`config.mk`:
```
export PLATFORM = sky130hd
export DESIGN_NAME = morra_match_driver
export DESIGN_NICKNAME = d
export VERILOG_FILES = /design/src/rtl/morra_match_driver.sv
export SDC_FILE = /design/constraint.sdc
export NUM_CORES = 1
export LEC_CHECK = 0
export CAP_MARGIN = 20
export CORE_MARGIN = 2
export CORE_UTILIZATION = 57
export DETAILED_ROUTE_END_ITERATION = 7
export PLACE_DENSITY = 0.89
export SKIP_CTS_REPAIR_TIMING = 1
export SYNTH_ARGS = -nofsm -noshare
export SYNTH_HDL_FRONTEND = slang
export SYNTH_SLANG_ARGS = --single-unit
```
`constraint.sdc`:
```
create_clock -name clk -period 3.9 [get_ports clk]
set_input_delay 0.39 -clock clk [delete_from_list [all_inputs] [get_ports clk]]
set_output_delay 0.39 -clock clk [all_outputs]
set_load 0.005 [all_outputs]
```
`src/rtl/morra_match_driver.sv`:
```
// Morra match driver: opens a match, plays two seeded LFSR players, tallies rounds.
// Optional round watchdog is compiled in with MORRA_DRIVER_TIMEOUT_EN.
module morra_match_driver #(
  parameter logic [7:0] SEED1 = 8'hA5,
  parameter logic [7:0] SEED2 = 8'h3C
) (
  input  logic       clk,
  input  logic       rst,
  input  logic       go,
  input  logic [3:0] len,
  input  logic [1:0] ROUND,
  input  logic [1:0] GAME,
  output logic [1:0] P1,
  output logic [1:0] P2,
  output logic       START,
  output logic       busy,
  output logic       done,
  output logic [1:0] result,
  output logic [4:0] p1_wins,
  output logic [4:0] p2_wins,
  output logic [4:0] draws,
  output logic [4:0] nulls,
  output logic       err
);

  typedef enum logic [2:0] {
    S_IDLE,
    S_OPEN,
    S_SETTLE,
    S_ISSUE,
    S_WAIT,
    S_DONE
  } state_t;

  localparam logic [7:0] S1 = (SEED1 == 8'h00) ? 8'h01 : SEED1;
  localparam logic [7:0] S2 = (SEED2 == 8'h00) ? 8'h01 : SEED2;

  function automatic logic [7:0] lfsr_step(input logic [7:0] s);
    return {s[6:0], s[7] ^ s[5] ^ s[4] ^ s[3]};
  endfunction

  function automatic logic [1:0] pick(input logic [1:0] raw,
                                      input logic [1:0] fwd);
    logic [1:0] m;
    m = (raw == 2'b00) ? 2'b01 : raw;
    if (m == fwd) m = (m == 2'b11) ? 2'b01 : m + 2'b01;
    return m;
  endfunction

  function automatic logic [4:0] sat_inc(input logic [4:0] x);
    return (x == 5'd31) ? x : x + 5'd1;
  endfunction

  state_t     state, nxt;
  logic [7:0] lfsr1, lfsr2;
  logic [7:0] lfsr1_n, lfsr2_n;
  logic [1:0] fwd1, fwd2;
  logic [1:0] fwd1_n, fwd2_n;
  logic [1:0] mv1, mv2;
  logic       accept;
  logic       in_wait;
  logic       tmo;

  assign accept  = (state == S_IDLE) && go;
  assign in_wait = (state == S_WAIT);

`ifdef MORRA_DRIVER_TIMEOUT_EN
  logic [4:0] rnd_cnt;

  always_ff @(posedge clk or posedge rst) begin
    if (rst) begin
      rnd_cnt <= 5'd0;
    end else if (accept) begin
      rnd_cnt <= 5'd0;
    end else if (in_wait && rnd_cnt != 5'd31) begin
      rnd_cnt <= rnd_cnt + 5'd1;
    end
  end

  // 24th WAIT is the last one allowed to end without a verdict
  assign tmo = in_wait && (GAME == 2'b00) && (rnd_cnt == 5'd23);
`else
  assign tmo = 1'b0;
`endif

  assign lfsr1_n = lfsr_step(lfsr1);
  assign lfsr2_n = lfsr_step(lfsr2);

  always_comb begin
    fwd1_n = fwd1;
    fwd2_n = fwd2;
    if (in_wait) begin
      unique case (ROUND)
        2'b01: begin fwd1_n = P1;    fwd2_n = 2'b00; end
        2'b10: begin fwd1_n = 2'b00; fwd2_n = P2;    end
        2'b11: begin fwd1_n = 2'b00; fwd2_n = 2'b00; end
        default: ;
      endcase
    end
  end

  // next moves must see the forbid set by the round that just ended
  assign mv1 = pick(lfsr1_n[1:0], fwd1_n);
  assign mv2 = pick(lfsr2_n[1:0], fwd2_n);

  always_comb begin
    nxt = state;
    unique case (state)
      S_IDLE:   if (go) nxt = S_OPEN;
      S_OPEN:   nxt = S_SETTLE;
      S_SETTLE: nxt = S_ISSUE;
      S_ISSUE:  nxt = S_WAIT;
      S_WAIT:   nxt = (GAME != 2'b00 || tmo) ? S_DONE : S_ISSUE;
      S_DONE:   nxt = S_IDLE;
      default:  nxt = S_IDLE;
    endcase
  end

  always_ff @(posedge clk or posedge rst) begin
    if (rst) begin
      state <= S_IDLE;
      START <= 1'b0;
      busy  <= 1'b0;
      done  <= 1'b0;
      P1    <= 2'b00;
      P2    <= 2'b00;
      lfsr1 <= S1;
      lfsr2 <= S2;
    end else begin
      state <= nxt;
      START <= (nxt == S_OPEN);
      busy  <= (nxt != S_IDLE);
      done  <= (nxt == S_DONE);
      unique case (nxt)
        S_OPEN:  begin P1 <= len[3:2]; P2 <= len[1:0]; end
        S_ISSUE: begin P1 <= mv1;      P2 <= mv2;      end
        S_WAIT:  begin P1 <= P1;       P2 <= P2;       end
        default: begin P1 <= 2'b00;    P2 <= 2'b00;    end
      endcase
      if (nxt == S_ISSUE) begin
        lfsr1 <= lfsr1_n;
        lfsr2 <= lfsr2_n;
      end
    end
  end

  always_ff @(posedge clk or posedge rst) begin
    if (rst) begin
      fwd1    <= 2'b00;
      fwd2    <= 2'b00;
      p1_wins <= 5'd0;
      p2_wins <= 5'd0;
      draws   <= 5'd0;
      nulls   <= 5'd0;
      err     <= 1'b0;
      result  <= 2'b00;
    end else if (accept) begin
      fwd1    <= 2'b00;
      fwd2    <= 2'b00;
      p1_wins <= 5'd0;
      p2_wins <= 5'd0;
      draws   <= 5'd0;
      nulls   <= 5'd0;
      err     <= 1'b0;
    end else begin
      fwd1 <= fwd1_n;
      fwd2 <= fwd2_n;
      if (in_wait) begin
        unique case (ROUND)
          2'b01: p1_wins <= sat_inc(p1_wins);
          2'b10: p2_wins <= sat_inc(p2_wins);
          2'b11: draws   <= sat_inc(draws);
          default: begin
            nulls <= sat_inc(nulls);
            err   <= 1'b1;
          end
        endcase
        if (GAME != 2'b00) result <= GAME;
      end
      if (tmo) begin
        err    <= 1'b1;
        result <= 2'b00;
      end
    end
  end

endmodule

```
==> results of run 1 <==
state kept, by name (all words and copies together) (netlist names):
name / count
lfsr1: 8
lfsr2: 8
draws: 5
nulls: 5
p1_wins: 5
p2_wins: 5
state: 3
P1: 2
P2: 2
fwd1: 2
fwd2: 2
result: 2
START: 1
busy: 1
done: 1
err: 1
layout by cell type, fill, tap and decap left out, drive strengths merged, types with 4 or more instances in the layout:
master,synthesis,final
a21oi,8,8
mux2i,8,8
clkdlybuf4s50,0,40
a32oi,4,4
nor2b,4,4
clkbuf,1,5
inv,5,5
xor2,6,6
nand2,26,26
and3,4,4
dfstp,8,8
dfrtp,45,45
nor2,28,28
mux2,14,14
o21ai,7,7
ha,8,8
xnor2,11,11
how the worst max path moves through the flow:
stage / to / startpoint / cells past startpoint
finish: P2[1] / state[2] / 5
detailed placement: P2[1] / GAME[0] / 6
CTS: P2[1] / state[2] / 5
global route: P2[1] / state[2] / 5
global placement: P1[1] / GAME[0] / 6
floorplan: p1_wins[3] / p1_wins[0] / 7
where the power goes:
| part | switching (W) | total (W) | internal [W] |
|---|---|---|---|
| Sequential | 0.000168 | 0.000940 | 0.000772 |
| Clock | 0.000173 | 0.000428 | 0.000255 |
| Combinational | 0.000391 | 0.000859 | 0.000468 |
critical path, stage by stage (launching register included):
cell      delay (ns)
dfrtp_1         0.64
or3b_1          0.42
mux2i_1         0.20
nand2b_1        0.42
o32a_1          0.50
o21ai_0         0.09
metrics by stage:
stage                 util  cell area, sq um
floorplan                -              2606
global placement    0.6898              3024
detailed placement  0.6898              3024
CTS                 0.7203              3158
global route        0.7203              3158
finish              0.7203              3158
cell type report:
cell class / count / area [sq um]
inverters: 5 / 18.77
clock buffers: 5 / 68.82
repair buffers: 42 / 415.4
well taps: 52 / 65.06
fillers: 328 / 1226
clock inverters: 3 / 65.06
flip-flops and latches: 53 / 1336
multi-input cells: 165 / 1189
logic make-up (layout without fill, tap and decap cells):
logic type,count (synthesis),after routing,synth area share
simple gates,88,88,0.1771
xor+xnor,17,17,0.05713
fa+ha+maj,8,8,0.03841
buf+inv,15,55,0.03120
compound gates,30,30,0.09217
flops,53,53,0.5127
mux,22,22,0.09122
routing by layer:
| metal | track usage | share of wire | vias to the layer above | wire (um) |
|---|---|---|---|---|
| met5 | 0 | 0 | - | 0 |
| met4 | 0.07966 | 0.014 | 0 | 66 |
| met3 | 0.04079 | 0.033 | 6 | 158 |
| met2 | 0.3621 | 0.52 | 33 | 2450 |
| met1 | 0.2524 | 0.43 | 885 | 2058 |
| li1 | - | - | 890 | - |
==> results.toml, run 1 <==
[layout]
diodes = 0
drive_gt1_frac = 0.1612
nets = 291
area_growth_pct = 21.17
final_cells = 325

[pwr]
power_w = 0.002227
p_per_area_nw_per_um2 = 705.1
p_leak_nw = 1.375
vdd_drop_max_v = 0.0006134

[detailed_routing]
wire_per_inst_um = 14.57
first_pass_iters = 4
vias = 1814
drt_iter0_drc = 127
finalWirelength_um = 4734
ant_nets = 0
viasPerCell = 5.582
drc_errors = 0

[job]
maxCapViolCount = 0

[placement]
dpl.hpwl_um = 3345
port_buffers = 40
place_ws_ns = 1.410
post-place-cells = 317
place.gp.congestion = 0.7764

[yosys]
async_flop_share = 1.000
yosysWarnings = 0
syn_area_sq_um = 2606
synth.area.top_cells = "dfrtp_1, dfstp_2, mux2_2"
synth_common_cells = "dfrtp_1, nor2_1, nand2_1"
synthesis.area_per_instance_sq_um = 11.19
synth_top_area_cell = "dfrtp_1"
yosys_most_used_dff = "dfrtp_1"
synth_cell_types = 41
synth_most_common_cell = "dfrtp_1"
synth_edf_count = 0
netlist_instances = 233
ys_seq_area_frac = 0.5127
synth_top_area_frac = 0.4321
synth-seq-cells = 53
syn-num-nets = 252

[sta]
rsz0062_at_grt = "no"
layout_setup_ws_ns = 1.543
period_share = 0.6043
holdWs_ns = 0.4657
setup_tns_ns = 0
clock_skew_ns = 0.007349
hold_viol_final = 0
worst-slew-pin-transition_ns = 0.7083
post-route-min-period_ns = 2.357
max_freq_mhz = 424.3
slew_violations = 0
setup_violations = 0
maxSlewHeadroom = 0.5278

[setup_path]
rr_startpoint = "state[2]"
worstSetupPathType = "flip-flop to flip-flop"
reg2reg_to = "P2[1]"
cp-end-kind = "flip-flop"
cp-start-kind = "flip-flop"
critPathArrivalTime_ns = 2.57
r2r_setup_slack_ns = 1.54
required_ns = 4.12
worst_r2r_path_depth = 5
cp_max_fo = 18

[cts]
htree_levels = 2
worstSkewPairLatency_ns = 0.30
cts_tree = "built"
clock-sinks = 53
clockBufferDepth = 2
root_buffer = "clkbuf_8"
numCtsBuffers = 5
clk_pin_slew_worst_paths_ns = 0.09

[die]
core_sq_um = 4384
io_pins = 41
die_y_um = 71.62
num_rows = 24
die_w_um = 71.62
die-area_sq_um = 5129
start_util = 0.5945

[status]
status = "complete, no violations"

[global_routing]
grt_pass1_wl_um = 8273
grt_usage = 0.2069
grt_max_degree = 30
antenna_found_initial = 0
overflow = 0
grt_pass1_vias = 1819

[min_path]
hold_path_class = "primary input to asynchronous set/reset pin"
Power figures use the tool's default switching activity.
==> inputs of run 2 (changes only) <==
CORE_UTILIZATION = 53   (was 57)
PLACE_DENSITY = 0.84   (was 0.89)
clock period = 2.35 ns   (was 3.9 ns; I/O delays follow)
==> run 2 against run 1 <==
Against the previous run:
- setup slack lost 1.2 ns
- critical endpoint is now p1_wins[3]
- cell area grew 1.5%
- fmax grew 15%
- register-to-register slack lost 1.2 ns
- die area grew 7.1%
- non-clock buffer count grew 5
- first-iteration DRC count grew 24%
- via count grew 2.5%
==> results.toml, run 2 (synthesized netlist as in run 1, its figures left out) <==
[cts]
htree_levels = 2
worstSkewPairLatency_ns = 0.31
clockBufferDepth = 2
clock-sinks = 53
numCtsBuffers = 5
clk_pin_slew_worst_paths_ns = 0.10
cts_tree = "built"
root_buffer = "clkbuf_8"

[placement]
post-place-cells = 337
dpl.hpwl_um = 3498
place.gp.congestion = 0.8519
dpl_cell_area_sq_um = 3093
port_buffers = 40

[detailed_routing]
wl_met2_um = 2427
drt_iter0_drc = 158
drc_errors = 0
first_pass_iters = 4
wire_per_inst_um = 14.00
wl_met1_um = 2164
wl_met3_um = 176
finalWirelength_um = 4830
vias = 1859
ant_nets = 0
dr.max_layer_used = "met4"
viasPerCell = 5.388

[die]
die_y_um = 74.13
io_pins = 41
die_w_um = 74.13
core_sq_um = 4723
die-area_sq_um = 5495
start_util = 0.5518
num_rows = 25

[pwr]
p_per_area_nw_per_um2 = 1145
vdd_drop_max_v = 0.0006977
power_w = 0.003668
p_leak_nw = 1.391

[layout]
final_cells = 345
most-common-layout-cells = "dfrtp_1, clkdlybuf4s50_1, nor2_1, nand2_1, mux2_2"
drive_gt1_frac = 0.1727
design_area_sq_um = 3204
diodes = 0
top_regs = "lfsr1 (8), lfsr2 (8)"
layout_commonest_cell = "dfrtp_1"
final_util = 0.6784
area_growth_pct = 22.95
nets = 296

[setup_path]
required_ns = 2.59
worstSetupPathType = "flip-flop to flip-flop"
cp_max_fo = 6
cp-start-kind = "flip-flop"
cp-end-kind = "flip-flop"
critPathArrivalTime_ns = 2.29

[global_routing]
grt_usage = 0.1988
antenna_found_initial = 0
overflow = 0
grt_pass1_vias = 1830
grt_pass1_wl_um = 8342
grt_max_degree = 30

[sta]
setup_tns_ns = 0
maxSlewHeadroom = 0.5844
post-route-min-period_ns = 2.042
period_share = 0.8687
worst-slew-pin-transition_ns = 0.6211
hold_viol_final = 0
max_freq_mhz = 489.8
slew_violations = 0
clock_skew_ns = 0.01100
setup_violations = 0
rsz0062_at_grt = "no"

[min_path]
hold_path_class = "primary input to asynchronous set/reset pin"

[status]
status = "complete, no violations"

[job]
maxCapViolCount = 0
[run 2: changes by cell type in the layout (fill, tap and decap cells not counted), sizes merged]
| cell | previous run | this run |
|---|---|---|
| buf | 2 | 7 |
| bufinv | 2 | 1 |
| clkbuf | 5 | 6 |
[run 2: layer usage]
metal / vias to the layer above / GRT usage
li1: 903 / -
met5: - / 0
met3: 6 / 0.05014
met2: 32 / 0.3363
met4: 0 / 0.05657
met1: 918 / 0.2544
[run 2: worst paths after layout]
kind | start | to | slack [ns] | depth (start not counted)
max | p1_wins[0] | p1_wins[3] | 0.31 | 7
min | rst | p1_wins[1] | 0.28 | 2
max reg2reg | p1_wins[0] | p1_wins[3] | 0.31 | 7
min reg2reg | result[0] | result[0] | 0.48 | 2
max in group asynchronous | rst | lfsr2[2] | 1.46 | 3
min in group clk | result[0] | result[0] | 0.48 | 2
[run 2: area by class of cell]
class | instances | area [sq um]
Clock inverter | 2 | 38.79
Tap cell | 67 | 83.83
Clock buffer | 6 | 72.57
Fill cell | 359 | 1519
Sequential cell | 53 | 1336
Timing Repair Buffer | 47 | 465.4
Multi-Input combinational cell | 165 | 1189
Inverter | 5 | 18.77
[run 2: critical path: stages, from the launching register on]
cell and delay [ns]:
dfrtp_1 0.43, ha_1 0.22, and3_1 0.19, ha_1 0.17, nor2_1 0.08, nand4b_1 0.28
or3_1 0.45, a21oi_1 0.15
[run 2: power breakdown]
group / internal, W / switching [W]
Combinational: 0.000817 / 0.000677
Sequential: 0.00128 / 0.000271
Clock: 0.000320 / 0.000302
Total: 0.00242 / 0.00125
[run 2: metrics by stage]
stage | worst slack [ns] | hold slack (ns)
CTS | 0.2818 | 0.2960
detailed placement | 0.2191 | 0.4739
global route | 0.07572 | 0.3541
finish | 0.3085 | 0.2772
floorplan | 0.4914 | 0.3584
global placement | 0.3241 | 0.4613
==> inputs of run 3 (changes only) <==
PLACE_DENSITY = 0.79   (was 0.84)
==> run 3 against run 2 <==
Against the previous run:
- sequential power about the same
- utilization decreased by 0.77 points
- wire length decreased by 2.5%
- non-clock buffer count decreased by 1
- combinational power about the same
- sequential share of layout area increased by 0.48 points
- clock skew decreased by 0.0079 ns
- largest cell class unchanged
- fmax increased by 1.5%
- clock power decreased by 20%
- register-to-register slack improved by 0.03 ns
==> results.toml, run 3 (synthesized netlist as in run 1, its figures left out) <==
[status]
status = "complete, no violations"

[setup_path]
cpMostUsedCell = "ha_1"
critPathArrivalTime_ns = 2.25
reg2reg_to = "p1_wins[3]"
cp_slowest_cell = "or3_1"
cp-end-kind = "flip-flop"
rr_startpoint = "p1_wins[0]"
crit_chain = "ha_1 -> and3_1 -> ha_1 -> nor2_1 -> nand4b_1 -> or3_1 -> a21oi_1"
worstSetupPathType = "flip-flop to flip-flop"
worst_r2r_path_depth = 7
r2r_setup_slack_ns = 0.34
cp-start-kind = "flip-flop"
cp_max_fo = 6
slowest_delay_ns = 0.44
required_ns = 2.59

[job]
maxCapViolCount = 0

[placement]
place.gp.congestion = 0.8155
post-place-cells = 336
port_buffers = 40
dpl.hpwl_um = 3395

[cts]
clock-sinks = 53
cts_tree = "built"
numCtsBuffers = 5
root_buffer = "clkbuf_8"
clk_pin_slew_worst_paths_ns = 0.09
clockBufferDepth = 2
worstSkewPairLatency_ns = 0.31
htree_levels = 2

[sta]
max_freq_mhz = 497.3
maxSlewHeadroom = 0.5805
post-route-min-period_ns = 2.011
slew_violations = 0
period_share = 0.8556
clock_skew_ns = 0.003093
worst-slew-pin-transition_ns = 0.6269
rsz0062_at_grt = "no"
setup_tns_ns = 0
holdWs_ns = 0.2595
hold_viol_final = 0
setup_violations = 0

[die]
die_w_um = 74.13
core_sq_um = 4723
start_util = 0.5518
io_pins = 41
die-area_sq_um = 5495
die_y_um = 74.13
num_rows = 25

[pwr]
p_leak_nw = 1.376
power_w = 0.003511
p_per_area_nw_per_um2 = 1108
vdd_drop_max_v = 0.0007864

[layout]
drive_gt1_frac = 0.1697
final_util = 0.6707
layout_commonest_cell = "dfrtp_1"
diodes = 0
n_fill_cell = 389
final_cells = 344
multi_input_comb_area_sq_um = 1189
most-common-layout-cells = "dfrtp_1, clkdlybuf4s50_1, nor2_1, nand2_1, mux2_2"
nets = 295
seq_area_sq_um = 1336
top_regs = "lfsr1 (8), lfsr2 (8)"
area_growth_pct = 21.56

[global_routing]
grt_pass1_vias = 1785
grt_usage = 0.1900
grt_pass1_wl_um = 7962
antenna_found_initial = 0
overflow = 0
grt_max_degree = 31

[detailed_routing]
drc_errors = 0
vias = 1768
drt_iter0_drc = 89
ant_nets = 0
first_pass_iters = 2
viasPerCell = 5.140
finalWirelength_um = 4707
wire_per_inst_um = 13.68

[min_path]
hold_path_class = "primary input to asynchronous set/reset pin"
run 3: cell count changes in the layout (fill, tap and decap cells not counted):
cell,change
clkinv_4,-1
bufinv_16,-1
buf_4,-1
clkinv_2,+2
run 3: layer usage:
metal | routed length, um | track usage | vias to the layer above
li1 | - | - | 894
met1 | 2149 | 0.2298 | 846
met2 | 2354 | 0.3323 | 22
met3 | 148 | 0.04878 | 6
met4 | 54 | 0.06061 | 0
met5 | 0 | 0 | -
run 3: worst max-delay path by stage:
stage | start | end | slack, ns | cells past startpoint
floorplan | p1_wins[0] | p1_wins[3] | 0.49 | 7
global placement | go | draws[3] | 0.31 | 5
detailed placement | go | p1_wins[4] | 0.24 | 5
CTS | p1_wins[0] | p1_wins[3] | 0.33 | 7
global route | draws[0] | draws[3] | 0.11 | 7
finish | p1_wins[0] | p1_wins[3] | 0.34 | 7
run 3: final cells by class:
cell class | instances | area share
flip-flops and latches | 53 | 0.4218
multi-input cells | 165 | 0.3752
repair buffers | 46 | 0.1445
well taps | 67 | 0.02646
clock buffers | 6 | 0.02291
inverters | 5 | 0.005924
clock inverters | 2 | 0.003160
run 3: stage by stage:
step,area [sq um],setup slack (ns)
global placement,3085,0.3086
floorplan,2606,0.4914
finish,3168,0.3393
global route,3168,0.1089
CTS,3168,0.3300
detailed placement,3085,0.2382
run 3: power by group:
| group | switching (W) | internal (W) |
|---|---|---|
| registers | 0.000265 | 0.00128 |
| logic | 0.000662 | 0.000806 |
| clock network | 0.000291 | 0.000207 |
run 3: critical path: cells and delay by family (launching register included):
kind | cells | cell delay [ns]
adder cells (fa/ha/maj) | 2 | 0.39
flip-flops | 1 | 0.43
AND/OR/NAND/NOR | 4 | 0.98
AO/OA/AOI/OAI | 1 | 0.14
